File: src/rtl/wb_pkg.sv
// Shared types and widths for the writeback arbiter: request payload and
// slot-source encoding.
package wb_pkg;

  localparam int XLEN = 32;
  localparam int AW   = 5;

  typedef struct packed {
    logic [AW-1:0]   rd;
    logic [XLEN-1:0] data;
  } wb_req_t;

  typedef enum logic [1:0] {
    SRC_NONE,
    SRC_MEM,
    SRC_ALU
  } wb_src_e;

endpackage

File: src/rtl/wb_arbiter_if.sv
// Bundle of the ALU/load producer handshakes and regfile write-port outputs
// around the writeback arbiter.
interface wb_arbiter_if #(
  parameter int ALU_DEPTH = 2
);
  import wb_pkg::*;

  localparam int CNT_W = $clog2(ALU_DEPTH) + 1;

  logic              alu_valid;
  logic              alu_ready;
  logic [AW-1:0]     alu_rd;
  logic [XLEN-1:0]   alu_data;
  logic              mem_valid;
  logic              mem_ready;
  logic [AW-1:0]     mem_rd;
  logic [XLEN-1:0]   mem_data;
  logic              we;
  logic [AW-1:0]     wa;
  logic [XLEN-1:0]   wd;
  logic [2**AW-1:0]  pend_mask;
  logic [CNT_W-1:0]  alu_cnt;

  modport slave (
    input  alu_valid, alu_rd, alu_data, mem_valid, mem_rd, mem_data,
    output alu_ready, mem_ready, we, wa, wd, pend_mask, alu_cnt
  );

  modport master (
    output alu_valid, alu_rd, alu_data, mem_valid, mem_rd, mem_data,
    input  alu_ready, mem_ready, we, wa, wd, pend_mask, alu_cnt
  );

endinterface

File: src/rtl/wb_fifo.sv
// Small power-of-two FIFO of writeback requests; also exposes per-slot
// destination registers and valid bits so the owner can build a hazard mask.
module wb_fifo
  import wb_pkg::*;
#(
  parameter int DEPTH = 2,
  parameter int CNT_W = $clog2(DEPTH) + 1,
  parameter int PTR_W = $clog2(DEPTH)
) (
  input  logic             clk,
  input  logic             rst_n,
  input  logic             i_push,
  input  wb_req_t          i_din,
  input  logic             i_pop,
  output wb_req_t          o_head,
  output logic [CNT_W-1:0] o_cnt,
  output logic [AW-1:0]    o_rd [DEPTH],
  output logic [DEPTH-1:0] o_valid
);

  wb_req_t          r_mem [DEPTH];
  logic [PTR_W-1:0] r_wptr;
  logic [PTR_W-1:0] r_rptr;
  logic [CNT_W-1:0] r_cnt;

  always_ff @(posedge clk or negedge rst_n) begin
    if (!rst_n) begin
      for (int i = 0; i < DEPTH; i++) begin
        r_mem[i] <= '0;
      end
      r_wptr <= '0;
      r_rptr <= '0;
      r_cnt  <= '0;
    end else begin
      if (i_push) begin
        r_mem[r_wptr] <= i_din;
        r_wptr        <= r_wptr + 1'b1;
      end
      if (i_pop) begin
        r_rptr <= r_rptr + 1'b1;
      end
      case ({i_push, i_pop})
        2'b10:   r_cnt <= r_cnt + 1'b1;
        2'b01:   r_cnt <= r_cnt - 1'b1;
        default: r_cnt <= r_cnt;
      endcase
    end
  end

  // A slot is live when its distance from the read pointer is below the count.
  always_comb begin
    logic [PTR_W-1:0] w_off;
    w_off   = '0;
    o_valid = '0;
    for (int i = 0; i < DEPTH; i++) begin
      w_off      = PTR_W'(i) - r_rptr;
      o_valid[i] = ({1'b0, w_off} < r_cnt);
      o_rd[i]    = r_mem[i].rd;
    end
  end

  assign o_head = r_mem[r_rptr];
  assign o_cnt  = r_cnt;

endmodule

File: src/rtl/wb_arbiter.sv
// Writeback stage: merges load results (priority) and buffered ALU results
// into a single registered regfile write per cycle, with anti-starvation.
module wb_arbiter
  import wb_pkg::*;
#(
  parameter int ALU_DEPTH  = 2,
  parameter int STARVE_MAX = 4
) (
  input  logic         clk,
  input  logic         rst_n,
  wb_arbiter_if.slave  bus
);

  localparam int CNT_W = $clog2(ALU_DEPTH) + 1;
  localparam int SW    = $clog2(STARVE_MAX + 1);

  logic [SW-1:0]        r_starve;
  logic                 r_we;
  logic [AW-1:0]        r_wa;
  logic [XLEN-1:0]      r_wd;

  wb_req_t              w_head;
  wb_req_t              w_din;
  logic [CNT_W-1:0]     w_cnt;
  logic [AW-1:0]        w_rd [ALU_DEPTH];
  logic [ALU_DEPTH-1:0] w_valid;
  logic                 w_alu_ready;
  logic                 w_mem_ready;
  logic                 w_fifo_ne;
  logic                 w_push;
  logic                 w_pop;
  logic                 w_mem_win;
  wb_src_e              w_src;
  logic [2**AW-1:0]     w_pend;

  assign w_fifo_ne   = (w_cnt != '0);
  assign w_alu_ready = (w_cnt != CNT_W'(ALU_DEPTH));
  assign w_mem_ready = !((r_starve == SW'(STARVE_MAX)) && w_fifo_ne);

  // x0 destinations complete their handshake but never occupy a slot.
  assign w_push    = bus.alu_valid && w_alu_ready && (bus.alu_rd != '0);
  assign w_mem_win = bus.mem_valid && w_mem_ready && (bus.mem_rd != '0);
  assign w_din     = '{rd: bus.alu_rd, data: bus.alu_data};
  assign w_pop     = (w_src == SRC_ALU);

  always_comb begin
    w_src = SRC_NONE;
    if (w_mem_win) begin
      w_src = SRC_MEM;
    end else if (w_fifo_ne) begin
      w_src = SRC_ALU;
    end
  end

  always_comb begin
    w_pend = '0;
    for (int i = 0; i < ALU_DEPTH; i++) begin
      if (w_valid[i]) begin
        w_pend[w_rd[i]] = 1'b1;
      end
    end
  end

  wb_fifo #(
    .DEPTH (ALU_DEPTH)
  ) u_fifo (
    .clk     (clk),
    .rst_n   (rst_n),
    .i_push  (w_push),
    .i_din   (w_din),
    .i_pop   (w_pop),
    .o_head  (w_head),
    .o_cnt   (w_cnt),
    .o_rd    (w_rd),
    .o_valid (w_valid)
  );

  always_ff @(posedge clk or negedge rst_n) begin
    if (!rst_n) begin
      r_we     <= 1'b0;
      r_wa     <= '0;
      r_wd     <= '0;
      r_starve <= '0;
    end else begin
      case (w_src)
        SRC_MEM: begin
          r_we <= 1'b1;
          r_wa <= bus.mem_rd;
          r_wd <= bus.mem_data;
        end
        SRC_ALU: begin
          r_we <= 1'b1;
          r_wa <= w_head.rd;
          r_wd <= w_head.data;
        end
        default: r_we <= 1'b0;
      endcase
      // Count mem wins only while ALU work waits; saturate at the limit.
      if (!w_fifo_ne || (w_src == SRC_ALU)) begin
        r_starve <= '0;
      end else if ((w_src == SRC_MEM) && (r_starve != SW'(STARVE_MAX))) begin
        r_starve <= r_starve + 1'b1;
      end
    end
  end

  assign bus.alu_ready = w_alu_ready;
  assign bus.mem_ready = w_mem_ready;
  assign bus.we        = r_we;
  assign bus.wa        = r_wa;
  assign bus.wd        = r_wd;
  assign bus.pend_mask = w_pend;
  assign bus.alu_cnt   = w_cnt;

endmodule
File: src/flat_wrapper.sv
// flat-port wrapper written by rule: the top's interface ports become plain ports
module wb_arbiter_flat import wb_pkg::*;
#(
  parameter int ALU_DEPTH  = 2,
  parameter int STARVE_MAX = 4
)
  (clk, rst_n, bus_alu_valid, bus_alu_rd, bus_alu_data, bus_mem_valid, bus_mem_rd, bus_mem_data, bus_alu_ready, bus_mem_ready, bus_we, bus_wa, bus_wd, bus_pend_mask, bus_alu_cnt);
  wb_arbiter_if #(.ALU_DEPTH(ALU_DEPTH)) bus_i ();
  input  logic clk;
  input  logic rst_n;
  input wire logic [$bits(bus_i.alu_valid)-1:0] bus_alu_valid;
  input wire logic [$bits(bus_i.alu_rd)-1:0] bus_alu_rd;
  input wire logic [$bits(bus_i.alu_data)-1:0] bus_alu_data;
  input wire logic [$bits(bus_i.mem_valid)-1:0] bus_mem_valid;
  input wire logic [$bits(bus_i.mem_rd)-1:0] bus_mem_rd;
  input wire logic [$bits(bus_i.mem_data)-1:0] bus_mem_data;
  output wire logic [$bits(bus_i.alu_ready)-1:0] bus_alu_ready;
  output wire logic [$bits(bus_i.mem_ready)-1:0] bus_mem_ready;
  output wire logic [$bits(bus_i.we)-1:0] bus_we;
  output wire logic [$bits(bus_i.wa)-1:0] bus_wa;
  output wire logic [$bits(bus_i.wd)-1:0] bus_wd;
  output wire logic [$bits(bus_i.pend_mask)-1:0] bus_pend_mask;
  output wire logic [$bits(bus_i.alu_cnt)-1:0] bus_alu_cnt;
  assign bus_i.alu_valid = bus_alu_valid;
  assign bus_i.alu_rd = bus_alu_rd;
  assign bus_i.alu_data = bus_alu_data;
  assign bus_i.mem_valid = bus_mem_valid;
  assign bus_i.mem_rd = bus_mem_rd;
  assign bus_i.mem_data = bus_mem_data;
  assign bus_alu_ready = bus_i.alu_ready;
  assign bus_mem_ready = bus_i.mem_ready;
  assign bus_we = bus_i.we;
  assign bus_wa = bus_i.wa;
  assign bus_wd = bus_i.wd;
  assign bus_pend_mask = bus_i.pend_mask;
  assign bus_alu_cnt = bus_i.alu_cnt;
  wb_arbiter #(.ALU_DEPTH(ALU_DEPTH), .STARVE_MAX(STARVE_MAX)) u_core (.clk(clk), .rst_n(rst_n), .bus(bus_i));
endmodule
File: config.mk
export PLATFORM = sky130hd
export DESIGN_NAME = wb_arbiter_flat
export DESIGN_NICKNAME = d
export VERILOG_FILES = /design/src/rtl/wb_pkg.sv /design/src/rtl/wb_arbiter_if.sv /design/src/rtl/wb_fifo.sv /design/src/rtl/wb_arbiter.sv /design/src/flat_wrapper.sv
export SDC_FILE = /design/constraint.sdc
export NUM_CORES = 1
export LEC_CHECK = 0
export CAP_MARGIN = 20
export CELL_PAD_IN_SITES_DETAIL_PLACEMENT = 0
export CELL_PAD_IN_SITES_GLOBAL_PLACEMENT = 1
export CORE_AREA = 2 2 134 136
export DETAILED_ROUTE_END_ITERATION = 8
export DIE_AREA = 0 0 136 138
export GPL_ROUTABILITY_DRIVEN = 0
export HOLD_SLACK_MARGIN = 0.03
export MAX_ROUTING_LAYER = met4
export PLACE_DENSITY_LB_ADDON = 0.2
export REMOVE_ABC_BUFFERS = 1
export SYNTH_ARGS = -nofsm -noshare
export SYNTH_HDL_FRONTEND = slang
export SYNTH_SLANG_ARGS = --single-unit
File: constraint.sdc
create_clock -name clk -period 1.85 [get_ports clk]
set_input_delay 0.2775 -clock clk [delete_from_list [all_inputs] [get_ports clk]]
set_output_delay 0.2775 -clock clk [all_outputs]
set_load 0.01 [all_outputs]
=== Word-level counts from Yosys, hierarchy flattened ===
Index checks and enable logic that the tools add are counted.
W data, S select, Z words.

* $add $sub $neg: 7
* Magnitude comparators: 9
* Eq/ne operators: 7
* Multiplexer cells: 20
* Bitwise gates (word level): 3
* Reductions and logical operators: 19

{| class="wikitable"
|+ Operator list
! kind !! count
|-
| $mux W37 || 4
|-
| $bwmux W74 || 1
|-
| $mux W32 || 2
|-
| $pmux W32 S2 || 1
|-
| $demux W37 S1 || 1
|-
| $or A32 B32 Y32 || 1
|-
| $lt A5 B6 Y1 const B || 2
|-
| $demux W1 S5 || 2
|-
| $ge A5 B1 Y1 const B || 2
|-
| $pmux W5 S2 || 1
|-
| $reduce_bool A5 Y1 || 2
|-
| $logic_and A1 B1 Y1 || 9
|-
| $reduce_bool A2 Y1 || 4
|-
| $mux W3 || 2
|-
| $eq A2 B1 Y1 const B || 2
|-
| $eq A2 B2 Y1 const B || 2
|-
| $ge A2 B2 Y1 const B || 2
|-
| $lt A1 B2 Y1 || 2
|-
| $mux W2 || 2
|-
| $not A1 Y2 || 2
|-
| $pmux W2 S2 || 1
|-
| $add A3 B1 Y3 const B || 1
|-
| $eq A3 B3 Y1 const B || 1
|-
| $mux W1 || 3
|-
| other kinds (10) || 13
|}

* Register bits: 119
* Input bits: 78
* Logic and storage cells: 76

=== Logic depth before layout (Yosys ltp) ===
Gate-level depths: netlist of the first run.

* Word-level depth: 10
* Mapped depth: 9

=== Cells and area by module ===
Synthesis of the first run repeated with hierarchy kept, for this count alone.

* Cells, all modules: 426
* Area, all modules: 5,923.2 um^2

{| class="wikitable"
|+ By module, submodules not included
! module !! instances !! cells each !! area an instance (um^2) !! sequential area each (um^2)
|-
| wb_fifo || 1 || 222 || 3,483.3 || 1,951.9
|-
| wb_arbiter || 1 || 204 || 2,439.8 || 1,026.0
|}

=== Worst setup path after synthesis of the first run ===
Ideal clock, no wire load.

* Kind: register to register
* Start: register u_core.u_fifo.r_cnt[0] (netlist: u_core.u_fifo.o_cnt[0])
* End: register u_core.u_fifo.r_cnt[1] (netlist: u_core.u_fifo.o_cnt[1])
* Library setup time: 80 ps
* Arrival time: 1,856 ps
* Slack: -85 ps
* Stages on the path, launching flop included: 8
* Clock period less this slack: 1,935 ps
* Cells stage by stage: dfrtp_1 clkbuf_1 o211ai_1 o211a_1 nor2_1 ha_1 nor2_1 xor2_1

* Cells in the longest elaborated chain, start to end: 9
* Elaborated cells on any way between the ends: 17
* Those cells by class: add/sub (2); eq/ne (4); mux (3); reduce/logical (8)

{| class="wikitable"
|+ Ends and longest elaborated chain
! what !! line !! source
|-
| start: declaration || wb_fifo.sv:24 || <nowiki>logic [CNT_W-1:0] r_cnt;</nowiki>
|-
| start signal: assignment || wb_fifo.sv:43 || <nowiki>2'b10: r_cnt <= r_cnt + 1'b1;</nowiki>
|-
| start signal: assignment || wb_fifo.sv:44 || <nowiki>2'b01: r_cnt <= r_cnt - 1'b1;</nowiki>
|-
| start signal: assignment || wb_fifo.sv:45 || <nowiki>default: r_cnt <= r_cnt;</nowiki>
|-
| $reduce_bool A2 Y1 * || wb_arbiter.sv:36 || <nowiki>assign w_fifo_ne = (w_cnt != '0);</nowiki>
|-
| $logic_and A1 B1 Y1 * || wb_arbiter.sv:38 || <nowiki>assign w_mem_ready = !((r_starve == SW'(STARVE_MAX)) && w_fifo_ne);</nowiki>
|-
| $logic_not A1 Y1 * || wb_arbiter.sv:38 ||
|-
| net bus_mem_ready || flat_wrapper.sv:18 || <nowiki>output wire logic [$bits(bus_i.mem_ready)-1:0] bus_mem_ready;</nowiki>
|-
| $logic_and A1 B1 Y1 * (2 in series) || wb_arbiter.sv:42 || <nowiki>assign w_mem_win = bus.mem_valid && w_mem_ready && (bus.mem_rd != '0);</nowiki>
|-
| $mux W2 * || wb_arbiter.sv:48 || <nowiki>if (w_mem_win) begin</nowiki>
|-
| $eq A2 B2 Y1 * || wb_arbiter.sv:44 || <nowiki>assign w_pop = (w_src == SRC_ALU);</nowiki>
|-
| $eq A2 B1 Y1 or $eq A2 B2 Y1 (tied branches) || wb_fifo.sv:42 || <nowiki>case ({i_push, i_pop})</nowiki>
|-
| $pmux W2 S2 or $reduce_bool A2 Y1 (tied branches) || -- ||
|}

The timed path passes the listed nets; every way through them passes the cells marked *.
A chain may end at the register's enable or synchronous reset.

=== Worst setup path in the final report of the first run ===
* Start: register u_core.u_fifo.r_cnt[0] (netlist: u_core.u_fifo.o_cnt[0])
* End: output bus_pend_mask[28]

* Cells in the longest elaborated chain, start to end: 4
* Elaborated cells on any way between the ends: 5
* Those cells by class: order compare (2); mux (2); bitwise (1)

{| class="wikitable"
|+ Ends and longest elaborated chain
! what !! line !! source
|-
| $lt A1 B2 Y1 || wb_fifo.sv:57 || <nowiki>o_valid[i] = ({1'b0, w_off} < r_cnt);</nowiki>
|-
| $mux W32 || wb_arbiter.sv:58 || <nowiki>if (w_valid[i]) begin</nowiki>
|-
| $or A32 B32 Y32 (no source line) || -- ||
|-
| $mux W32 * || wb_arbiter.sv:58 ||
|-
| end: declaration || flat_wrapper.sv:22 || <nowiki>output wire logic [$bits(bus_i.pend_mask)-1:0] bus_pend_mask;</nowiki>
|}

Every way passes the cells marked *; elsewhere a longest branch is shown, timed or not.

==> metrics, run 1 <==
status complete, but fails checks; failing checks setup timing; synthesized netlist cell count 473; post-synthesis cell type count 39; Reg2Reg Setup Slack -0.06 ns; Fill cells 1595; Max Cap Violations 0; worst setup margin -0.176 ns; Top Metal Used met4; Worst path max stage delay approximately 0.48 ns; Syn-to-layout area delta 51.8%; Tot GR Track Use 19.7%; CTS root buf clkbuf_16; most frequent cells in the layout 113 x dfrtp_1, 108 x clkdlybuf4s50_1, 76 x mux2_2; CP Max Fanout 8; slew of the pin with the lowest slew margin 0.672 ns; Setup crit start kind register; fin crit share 109%; ANT nets after route 0; leak pwr 3.93 nW; WL met3 approximately 1100 um; commonest non-fill, non-tap cell in the layout dfrtp_1; Setup TNS -3.91 ns; Vias 4757; FF+latch count, synth 119; pwr dens 1830 nW/um2; Slew Limit Fails 0; Critical Path, Cell by Cell a21o_1 > or3b_4 > o22ai_2 > buf_2; worst reg2reg endpoint u_core.bus.wd[26]$_DFFE_PN0P_; worst slack, placed -0.510 ns; final setup fails 54; DRC 0; met1 WL 7460 um; Initial Util ~34%; Worst path slowest cell or3b_4; sequential area share after synthesis 49.9%; Hold Crit Depth 2; DR WL met2 8820 um; Core Area 17500 um2; WP data required ~1.6 ns; worst path bufs/invs 1; antenna violations before repair 0; num rows 49; CP Launch Point u_core.u_fifo.o_cnt[0]$_DFFE_PN0P_; Layout Utilization 51.7%; Ys Warns 0; critical path capture point type primary output; Fmax 0.494 GHz; Crit path arrival time 1.75 ns; CTS HTree Levels 4; Avg Inst Size Synth 12.6 um2; overflow left after global routing 0; TritonRoute pass-1 iters 4; worst skew pair latency around 0.42 ns; post-route total power 16.6 mW; Starting DRT DRC Count 178; Relative slew margins a little under three fifths; first-pass GRT wire length 27600 um; Routed WL per cell 19.0 um; clock buffer count from CTS 17; minimum clock period slightly above 2 ns; Layout Cells excl Fill 931; CTS clk-pin slew, worst paths 0.05 ns; die area between 15000 and 20000 um2; largest net degree at the start of global routing 120; VDD IR max approximately 0.83 mV; Worst path depth 4; die width 136 um; Vert. Die Dim 138 um; worst hold path type primary input to register; Clock Tree Buf Depth 2; crit path kind register to primary output; R2R cell count 9; Layout Nets 772; DP Cell Count 864; IO Count 152; CP endpoint bus_pend_mask[28]; layout cell share with drive strength beyond 1 around 43%; DP Wirelength ~11000 um; vias in the first global route 5138; Vias per Instance 5.11; CP delay by family, top simple AND/OR/NAND/NOR gates; I/O Buffers 151; RSZ-0062 raised after global routing yes; clock sink count 119; final WL 17700 um; Mapped Area 5970 um2; clk_skew 0.00702 ns; Fin. Hold Viols 0; CTS tree yes; Worst R2R Start u_core.u_fifo.o_cnt[0]$_DFFE_PN0P_
==> flip-flops by register name (all words and copies together) (netlist names) <==
signal / count
u_core.u_fifo.r_mem: 64
u_core.bus.wd: 32
u_core.u_fifo.o_rd: 10
u_core.bus.wa: 5
u_core.r_starve: 3
u_core.u_fifo.o_cnt: 2
u_core.bus.we: 1
u_core.u_fifo.r_rptr: 1
u_core.u_fifo.r_wptr: 1
==> synthesized netlist by cell type <==
cell	number	area (um2)
a21o_1	1	7.51
a21oi_1	37	185
a32o_1	1	10.0
and3_1	1	6.26
buf_1	3	11.3
buf_12	3	60.1
buf_2	3	15.0
buf_4	1	7.51
buf_6	5	56.3
clkbuf_1	22	82.6
dfrtp_1	119	2980
ha_1	3	37.5
inv_1	5	18.8
mux2_1	1	11.3
mux2_2	79	890
mux2_4	30	450
mux2i_1	37	370
nand2_1	4	15.0
nand2b_1	2	12.5
nand3_1	3	15.0
nand3b_1	8	60.1
nor2_1	5	18.8
nor2b_1	1	6.26
nor3_1	39	195
o2111a_1	1	11.3
o2111ai_1	1	8.76
o2111ai_4	1	26.3
o211a_1	1	10.0
o211ai_1	7	52.6
o211ai_2	1	12.5
o21ai_0	1	5.00
o22ai_1	32	200
or2_2	1	6.26
or3_1	2	12.5
or3b_2	5	43.8
or4_1	1	7.51
or4_4	1	11.3
xnor2_1	4	35.0
xor2_1	1	8.76
==> how the worst min path moves through the flow <==
stage	slack, ns	to	startpoint
5_1_grt	0.19	u_core.u_fifo.o_rd[8]$_DFFE_PN0P_	bus_alu_rd[3]
4_1_cts	0.29	u_core.bus.wa[0]$_DFFE_PN0P_	bus_mem_rd[0]
6_report	0.18	u_core.u_fifo.o_rd[3]$_DFFE_PN0P_	bus_alu_rd[3]
3_5_place_dp	0.44	u_core.u_fifo.r_mem[39]$_DFFE_PN0P_	rst_n
2_1_floorplan	-0.02	u_core.bus.wa[0]$_DFFE_PN0P_	rst_n
3_3_place_gp	0.43	u_core.u_fifo.r_mem[2]$_DFFE_PN0P_	rst_n
==> stage by stage <==
stage	hold WS [ns]	instance area (um2)
after global placement	0.429	8000
after CTS	0.289	8920
after global routing	0.188	9060
after detailed placement	0.439	8000
final	0.179	9060
after floorplan	-0.0181	5740
==> cell families (layout without fill, tap and decap cells) <==
kind of cell | Yosys count | count (layout) | share of synthesized area, %
mux | 147 | 147 | 28.8
flops | 119 | 119 | 49.9
compound gates | 84 | 84 | 8.86
simple gates | 73 | 73 | 6.87
buf+inv | 42 | 270 | 4.21
xor+xnor | 5 | 5 | 0.733
fa+ha+maj | 3 | 3 | 0.629
other cells | 0 | 1 | 0
==> worst reg2reg max path: cells and delay by family (launching register included) <==
| family | cells | cell delay [ns] |
|---|---|---|
| buffers and inverters | 6 | 0.79 |
| DFF | 1 | 0.43 |
| AOI/OAI and AO/OA | 2 | 0.33 |
| muxes | 1 | 0.26 |
==> layout make-up <==
| cell class | instances | area (um2) | share of cell area, % |
|---|---|---|---|
| inverter | 5 | 18.8 | 0.207 |
| clock buffer | 25 | 475 | 5.24 |
| timing repair buffer | 236 | 2260 | 24.9 |
| tap | 229 | 287 | 3.16 |
| sequential | 119 | 2990 | 32.9 |
| antenna | 1 | 2.50 | 0.0276 |
| clock inverter | 4 | 47.5 | 0.524 |
| multi-input combinational | 312 | 2990 | 33.0 |
==> power by group <==
group | total [mW] | internal [mW] | switching [mW]
combinational | 8.75 | 4.95 | 3.81
sequential | 4.81 | 3.96 | 0.851
clock | 3.00 | 1.89 | 1.11
==> timing repair <==
| action | in CTS | in global routing |
|---|---|---|
| pin swaps | 16 | 14 |
| endpoints found under the setup margin | 120 | 122 |
| hold buffers | 1 | 0 |
| gates resized for setup | 194 | 34 |
| buffers inserted | 28 | 6 |
| cloned | 4 | 2 |
| endpoints found under the hold margin | 119 | 0 |
==> metal layers <==
| layer | vias up | GRT usage (%) |
|---|---|---|
| li1 | 2194 | - |
| met1 | 2376 | 23.5 |
| met2 | 155 | 32.4 |
| met3 | 32 | 4.95 |
| met4 | 0 | 6.52 |
| met5 | - | - |
Power figures use the tool's default switching activity.
==> run 2: changes to the inputs <==
Settings changed: CTS_CLUSTER_DIAMETER from default to 150.
==> results of run 2 <==
The final DEF is identical to that of run 1; final timing and power are the same.
